**src/rtl/fifo_sync_param.sv**
```systemverilog
// Single-clock parametrised synchronous FIFO.
//
// Purpose: general buffering element between same-clock producer/consumer stages.
// Offers programmable almost-full/almost-empty thresholds, a fill-level output,
// overflow/underflow error pulses and an optional first-word-fall-through read mode.
//
// Ports:
//   clk          single clock, all state updates on the rising edge
//   rst          asynchronous active-high reset
//   w_en, wdata  write request and data
//   r_en         read request (pop); in FWFT mode an acknowledge of the shown word
//   rdata        read data (registered in standard mode, mem[rd_ptr] in FWFT mode)
//   w_full       count == MEMORY_DEPTH
//   r_empty      count == 0
//   almost_full  count >= ALMOST_FULL_TH
//   almost_empty count <= ALMOST_EMPTY_TH
//   count        current number of stored entries
//   overflow     one-cycle pulse after a rejected write
//   underflow    one-cycle pulse after a rejected read
module fifo_sync_param #(
  parameter int unsigned MEMORY_WIDTH    = 8,
  parameter int unsigned MEMORY_DEPTH    = 16,
  parameter int unsigned ADDRESS_SIZE    = 4,
  parameter int unsigned ALMOST_FULL_TH  = 12,
  parameter int unsigned ALMOST_EMPTY_TH = 4,
  parameter bit          FWFT            = 1'b0
) (
  input  logic                    clk,
  input  logic                    rst,
  input  logic                    w_en,
  input  logic [MEMORY_WIDTH-1:0] wdata,
  input  logic                    r_en,
  output logic [MEMORY_WIDTH-1:0] rdata,
  output logic                    w_full,
  output logic                    r_empty,
  output logic                    almost_full,
  output logic                    almost_empty,
  output logic [ADDRESS_SIZE:0]   count,
  output logic                    overflow,
  output logic                    underflow
);

  typedef logic [ADDRESS_SIZE:0]   cnt_t;
  typedef logic [ADDRESS_SIZE-1:0] ptr_t;

  localparam cnt_t DepthCnt = cnt_t'(MEMORY_DEPTH);
  localparam cnt_t AfTh     = cnt_t'(ALMOST_FULL_TH);
  localparam cnt_t AeTh     = cnt_t'(ALMOST_EMPTY_TH);

  logic [MEMORY_WIDTH-1:0] mem [MEMORY_DEPTH];

  ptr_t wr_ptr_q, rd_ptr_q;
  cnt_t count_q, count_d;
  logic w_full_q, w_full_d;
  logic r_empty_q, r_empty_d;
  logic almost_full_q, almost_full_d;
  logic almost_empty_q, almost_empty_d;
  logic overflow_q, underflow_q;
  logic wr_accept, rd_accept;

  // A write to a full FIFO is still accepted when a read frees a slot on the same edge.
  always_comb begin
    rd_accept = r_en & ~r_empty_q;
    wr_accept = w_en & (~w_full_q | rd_accept);
  end

  always_comb begin
    count_d = count_q;
    if (wr_accept && !rd_accept) begin
      count_d = count_q + cnt_t'(1);
    end else if (!wr_accept && rd_accept) begin
      count_d = count_q - cnt_t'(1);
    end
    // Flags are registered from the next count so they always agree with count.
    w_full_d       = (count_d == DepthCnt);
    r_empty_d      = (count_d == '0);
    almost_full_d  = (count_d >= AfTh);
    almost_empty_d = (count_d <= AeTh);
  end

  always_ff @(posedge clk or posedge rst) begin
    if (rst) begin
      wr_ptr_q       <= '0;
      rd_ptr_q       <= '0;
      count_q        <= '0;
      w_full_q       <= 1'b0;
      r_empty_q      <= 1'b1;
      almost_full_q  <= 1'b0;
      almost_empty_q <= 1'b1;
      overflow_q     <= 1'b0;
      underflow_q    <= 1'b0;
    end else begin
      if (wr_accept) wr_ptr_q <= wr_ptr_q + ptr_t'(1);
      if (rd_accept) rd_ptr_q <= rd_ptr_q + ptr_t'(1);
      count_q        <= count_d;
      w_full_q       <= w_full_d;
      r_empty_q      <= r_empty_d;
      almost_full_q  <= almost_full_d;
      almost_empty_q <= almost_empty_d;
      overflow_q     <= w_en & ~wr_accept;
      underflow_q    <= r_en & r_empty_q;
    end
  end

  // Storage is deliberately not reset.
  always_ff @(posedge clk) begin
    if (wr_accept) mem[wr_ptr_q] <= wdata;
  end

  if (FWFT) begin : gen_fwft
    // Head word shown combinationally; zero while empty keeps reset value clean.
    assign rdata = r_empty_q ? '0 : mem[rd_ptr_q];
  end else begin : gen_std
    logic [MEMORY_WIDTH-1:0] rdata_q;
    // At full with a simultaneous write, wr_ptr == rd_ptr: the old word is read.
    always_ff @(posedge clk or posedge rst) begin
      if (rst) begin
        rdata_q <= '0;
      end else if (rd_accept) begin
        rdata_q <= mem[rd_ptr_q];
      end
    end
    assign rdata = rdata_q;
  end

  assign count        = count_q;
  assign w_full       = w_full_q;
  assign r_empty      = r_empty_q;
  assign almost_full  = almost_full_q;
  assign almost_empty = almost_empty_q;
  assign overflow     = overflow_q;
  assign underflow    = underflow_q;

endmodule

```
**config.mk**
```make
export PLATFORM = sky130hd
export DESIGN_NAME = fifo_sync_param
export DESIGN_NICKNAME = d
export VERILOG_FILES = /design/src/rtl/fifo_sync_param.sv
export SDC_FILE = /design/constraint.sdc
export NUM_CORES = 1
export LEC_CHECK = 0
export BUFFER_PORTS_ARGS = -buffer_cell sky130_fd_sc_hd__buf_4
export CAP_MARGIN = 20
export CORE_UTILIZATION = 45
export DETAILED_ROUTE_END_ITERATION = 10
export SYNTH_ARGS = -nofsm -noshare
export SYNTH_HDL_FRONTEND = slang
export SYNTH_SLANG_ARGS = --single-unit
```
**constraint.sdc**
```tcl
create_clock -name clk -period 4.14 [get_ports clk]
set_clock_uncertainty 0.05 [all_clocks]
set_input_delay 0.414 -clock clk [delete_from_list [all_inputs] [get_ports clk]]
set_output_delay 0.414 -clock clk [all_outputs]
set_load 0.1 [all_outputs]
```
* After elaboration in Yosys (flattened, before gate mapping)
Memory sizes are Yosys's and may differ from the RTL's. A register that Yosys moved wholly into a read port is not among the register bits.
Index checks and enable logic that the tools add are counted.
** Word-level totals
- Register bits after elaboration :: 19
- RAM bits :: 128
- Input port bits :: 12
- Output and inout port bits :: 19
- Memories :: 1
** Cells by class
- $add $sub $neg :: 4
- Order comparisons :: 2
- Equal/unequal tests :: 1
- Muxes and demuxes :: 4
- Bitwise logic cells :: 8
- Reduce and logical (&&, ||, !) cells :: 5
** Memories
- mem :: depth 16, width 8, read ports 1, clocked after Yosys merged registers in 1, wr ports 1, RTL line 50 : logic [MEMORY_WIDTH-1:0] mem [MEMORY_DEPTH];
** Operators by type and width (count)
- 2-to-1 mux 5 bit :: 2
- adder 4 x 1 -> 4 bit (second input constant) :: 2
- adder 5 x 1 -> 5 bit (second input constant) :: 1
- == test 5 bit (second input constant) :: 1
- >= comparator 5 x 4 -> 1 bit (second input constant) :: 1
- <= comparator 5 x 3 -> 1 bit (second input constant) :: 1
- zero test 5 bit :: 1
- subtractor 5 x 1 -> 5 bit (second input constant) :: 1
- bitwise AND 1 bit :: 4
- NOT 1 bit :: 3
- logical AND 1 bit :: 2
- zero test 1 bit :: 2
- 2-to-1 mux 1 bit :: 2
- bitwise OR 1 bit :: 1

* Longest topological paths before layout
- Depth in word-level cells :: 9
- Mapped depth :: 7
- Depth with buffers taken out :: 7

* Least setup slack after synthesis
OpenSTA, ideal clock, no wires.
- Path kind :: flip-flop to flip-flop
- Start :: register w_full_q, in the netlist w_full
- End :: memory mem[7][0], enable pin
- Arrival :: 2049 ps
- Setup slack :: 1656 ps
- Cell stages (with the launch flop) :: 4
- Path buffers :: 0
- Period minus slack after synthesis :: 2484 ps
- Cells stage by stage :: dfrtp_1 > a21boi_1 > nand2_1 > nor3b_1
** Between the ends
- Word-level cells in the longest chain between the ends :: 5
** Ends and longest elaborated chain
- start: declaration :: RTL line 54 : logic w_full_q, w_full_d;
- start signal: assignment :: RTL line 96 : w_full_q <= w_full_d;
- NOT 1 bit :: RTL line 64 : wr_accept = w_en & (~w_full_q | rd_accept);
- bitwise OR 1 bit :: RTL line 64
- bitwise AND 1 bit :: RTL line 64
- 2-to-1 mux 1 bit :: RTL line 107 : if (wr_accept) mem[wr_ptr_q] <= wdata;
- 2-to-1 mux 1 bit (not written as such) :: RTL line 107
- end: declaration :: RTL line 50
No other way between the ends.

==> out/metrics.csv <==
metric;value;unit
synthToLayoutAreaGrowth;16.69;%
dieWidth;120.1;µm
syn_inst;389;
slew_violations;0;
drc_errors;0;
vias;3382;
critPathKind;reg -> reg;
grt_pass1_vias;3443;
hold_viol;0;
dp_hpwl;8.592;mm
maxCapViolations;0;
ys_types;46;
status;completed;
crit_fanout;32;
syn-cell-area;6281;µm²
pwr_density_cell;784.4;nW/µm²
drtPass1Iterations;5;
cts_resized;0;
synth_seq_cells;155;
ys_seq_area_share;71.99;%
synth_top_cell_by_area;edfxtp_1;
async_reset_ff_share;17.42;%
p_total;5.749;mW
ios;31;
r2r_setup_slack;1820;ps
cp.required;4380;ps
syn_nets;408;
synth_commonest_cells;edfxtp_1 (128), mux2i_1 (42), dfrtp_1 (25), a22oi_1 (22), a211oi_1 (19);
clk_pin_slew;60;ps
synth.most_common_cell;edfxtp_1;
yosys-top-cells-area;edfxtp_1 (61%), dfrtp_1 (10%), mux2i_1 (6.7%);
worstMarginPinSlew;823.1;ps
die_area;14430;µm²
tritoncts;yes;
diodes;0;
yosys_most_used_dff;edfxtp_1;
clock-sinks;155;
fill_cells;1105;
clk_latency;430;ps
vias_per_cell;5.517;
num_rows;42;
hold_path.class;in -> reg;
gp_congestion;0.8236;
regArea;4524;µm²
finalSetupViolations;0;
wl;13.14;mm
endpoint_kind;flip-flop;
grt_max_degree;33;
cts-buffers-inserted;17;
ant_nets;0;
fin_crit;2319;ps
num-nets-final;443;
grt_pass1_wl;20.67;mm
fin_crit_sh;56.02;%
gr-usage-all-layers;20.20;%
synth_top_area_share;61.20;%
p_leak;2.660;nW
die_y;120.1;µm
clockBufferDepth;2;
fin_tns_setup;0;ps
antenna_found_initial;0;
drive_above_1_share;19.22;%
rsz0062_at_grt;false;
cts-root-buf;clkbuf_16;
core;13450;µm²
syn_avg_cell_area;16.15;µm²
fmax;431.2;MHz
cp.arrival;2560;ps
grt-ovfl-total;0;
start_kind;flip-flop;
fin_util;54.48;%
synth_edf_count;128;
max_slew_margin;45.13;%
yosys_warnings;0;
h-tree-depth;4;
drtIter0Drc;300;
start_util;46.69;%
ir_worst_vdd;0.0003193;V
drt-wirelength-per-cell;21.44;µm
portBuffers;30;
multiInputGateArea;1635;µm²
[report_power, final]
part / switching [mW] / leakage, nW / total [mW] / internal, mW
clock: 0.617 / 0.301 / 1.63 / 1.01
combinational: 1.27 / 0.881 / 1.87 / 0.602
sequential: 0.302 / 1.48 / 2.25 / 1.95
total: 2.19 / 2.66 / 5.75 / 3.56
[worst paths after layout]
check / start / end / cells after the start
max reg2reg: rd_ptr_q[2] / rdata[4] / 5
min in group asynchronous: rst / overflow / 3
max in group asynchronous: rst / almost_empty / 4
max: rd_ptr_q[2] / rdata[4] / 5
min reg2reg: rd_ptr_q[3] / rd_ptr_q[3] / 1
min: r_en / underflow / 2
[flip-flops by register name, summed over array words and instances, names as in the netlist]
signal	count
almost_empty	1
almost_full	1
count	5
mem	128
overflow	1
r_empty	1
rd_ptr_q	4
rdata	8
underflow	1
w_full	1
wr_ptr_q	4
[metal layers]
layer	routed length, µm	global-route usage (%)	part of all wire (%)
met4	177	7.109	1.3
met2	6125	29.99	47
met5	0	0	0
met1	6136	28.67	47
met3	701	5.323	5.3
[cell families after synthesis]
| family | share of synthesized area [%] |
|---|---|
| AO/OA/AOI/OAI | 6.873 |
| XOR/XNOR | 1.395 |
| adder cells (fa/ha/maj) | 1.394 |
| buffers and inverters | 1.972 |
| flip-flops | 71.99 |
| multiplexers | 9.024 |
| AND/OR/NAND/NOR | 7.351 |
[worst max-delay path, stage by stage (launching register included)]
cell,delay [ps]
dfrtp_2,910
buf_4,370
mux4_2,340
mux2_2,270
a22oi_1,130
o21ai_0,100
[timing repair]
action / in CTS / in global routing
setup buffers: 0 / 0
setup endpoints to repair: 0 / 0
hold buffers: 0 / 1
endpoints found under the hold margin: 0 / 4
[through the flow]
stage	hold WS (ps)	cell area [µm²]	cells	setup WS (ps)
after floorplan	395.9	6281	389	1656
after global placement	414.2	6669	579	1817
after detailed placement	434.3	6669	579	1795
after CTS	179.2	7292	611	1779
after global routing	183.9	7330	613	1691
final	186.0	7330	613	1821
[area by class of cell]
type | instances | share of cell area, %
Tap cell | 176 | 3.004
Inverter | 7 | 0.3585
Clock buffer | 18 | 5.855
Sequential cell | 155 | 61.73
Timing Repair Buffer | 37 | 4.097
Clock inverter | 14 | 2.646
Multi-Input combinational cell | 206 | 22.31
[placed cells by master, fill, tap and decap left out, types with 8 or more instances in the layout]
| master | instances |
|---|---|
| buf_4 | 35 |
| a22oi_1 | 22 |
| clkbuf_16 | 17 |
| a211oi_1 | 19 |
| edfxtp_1 | 128 |
| dfrtp_1 | 23 |
| nor2b_1 | 17 |
| xnor2_1 | 9 |
| nand3_1 | 11 |
| mux2i_1 | 42 |
| nand2_1 | 17 |
| and3_1 | 8 |
No activity file was read; power rests on OpenSTA's default activity.
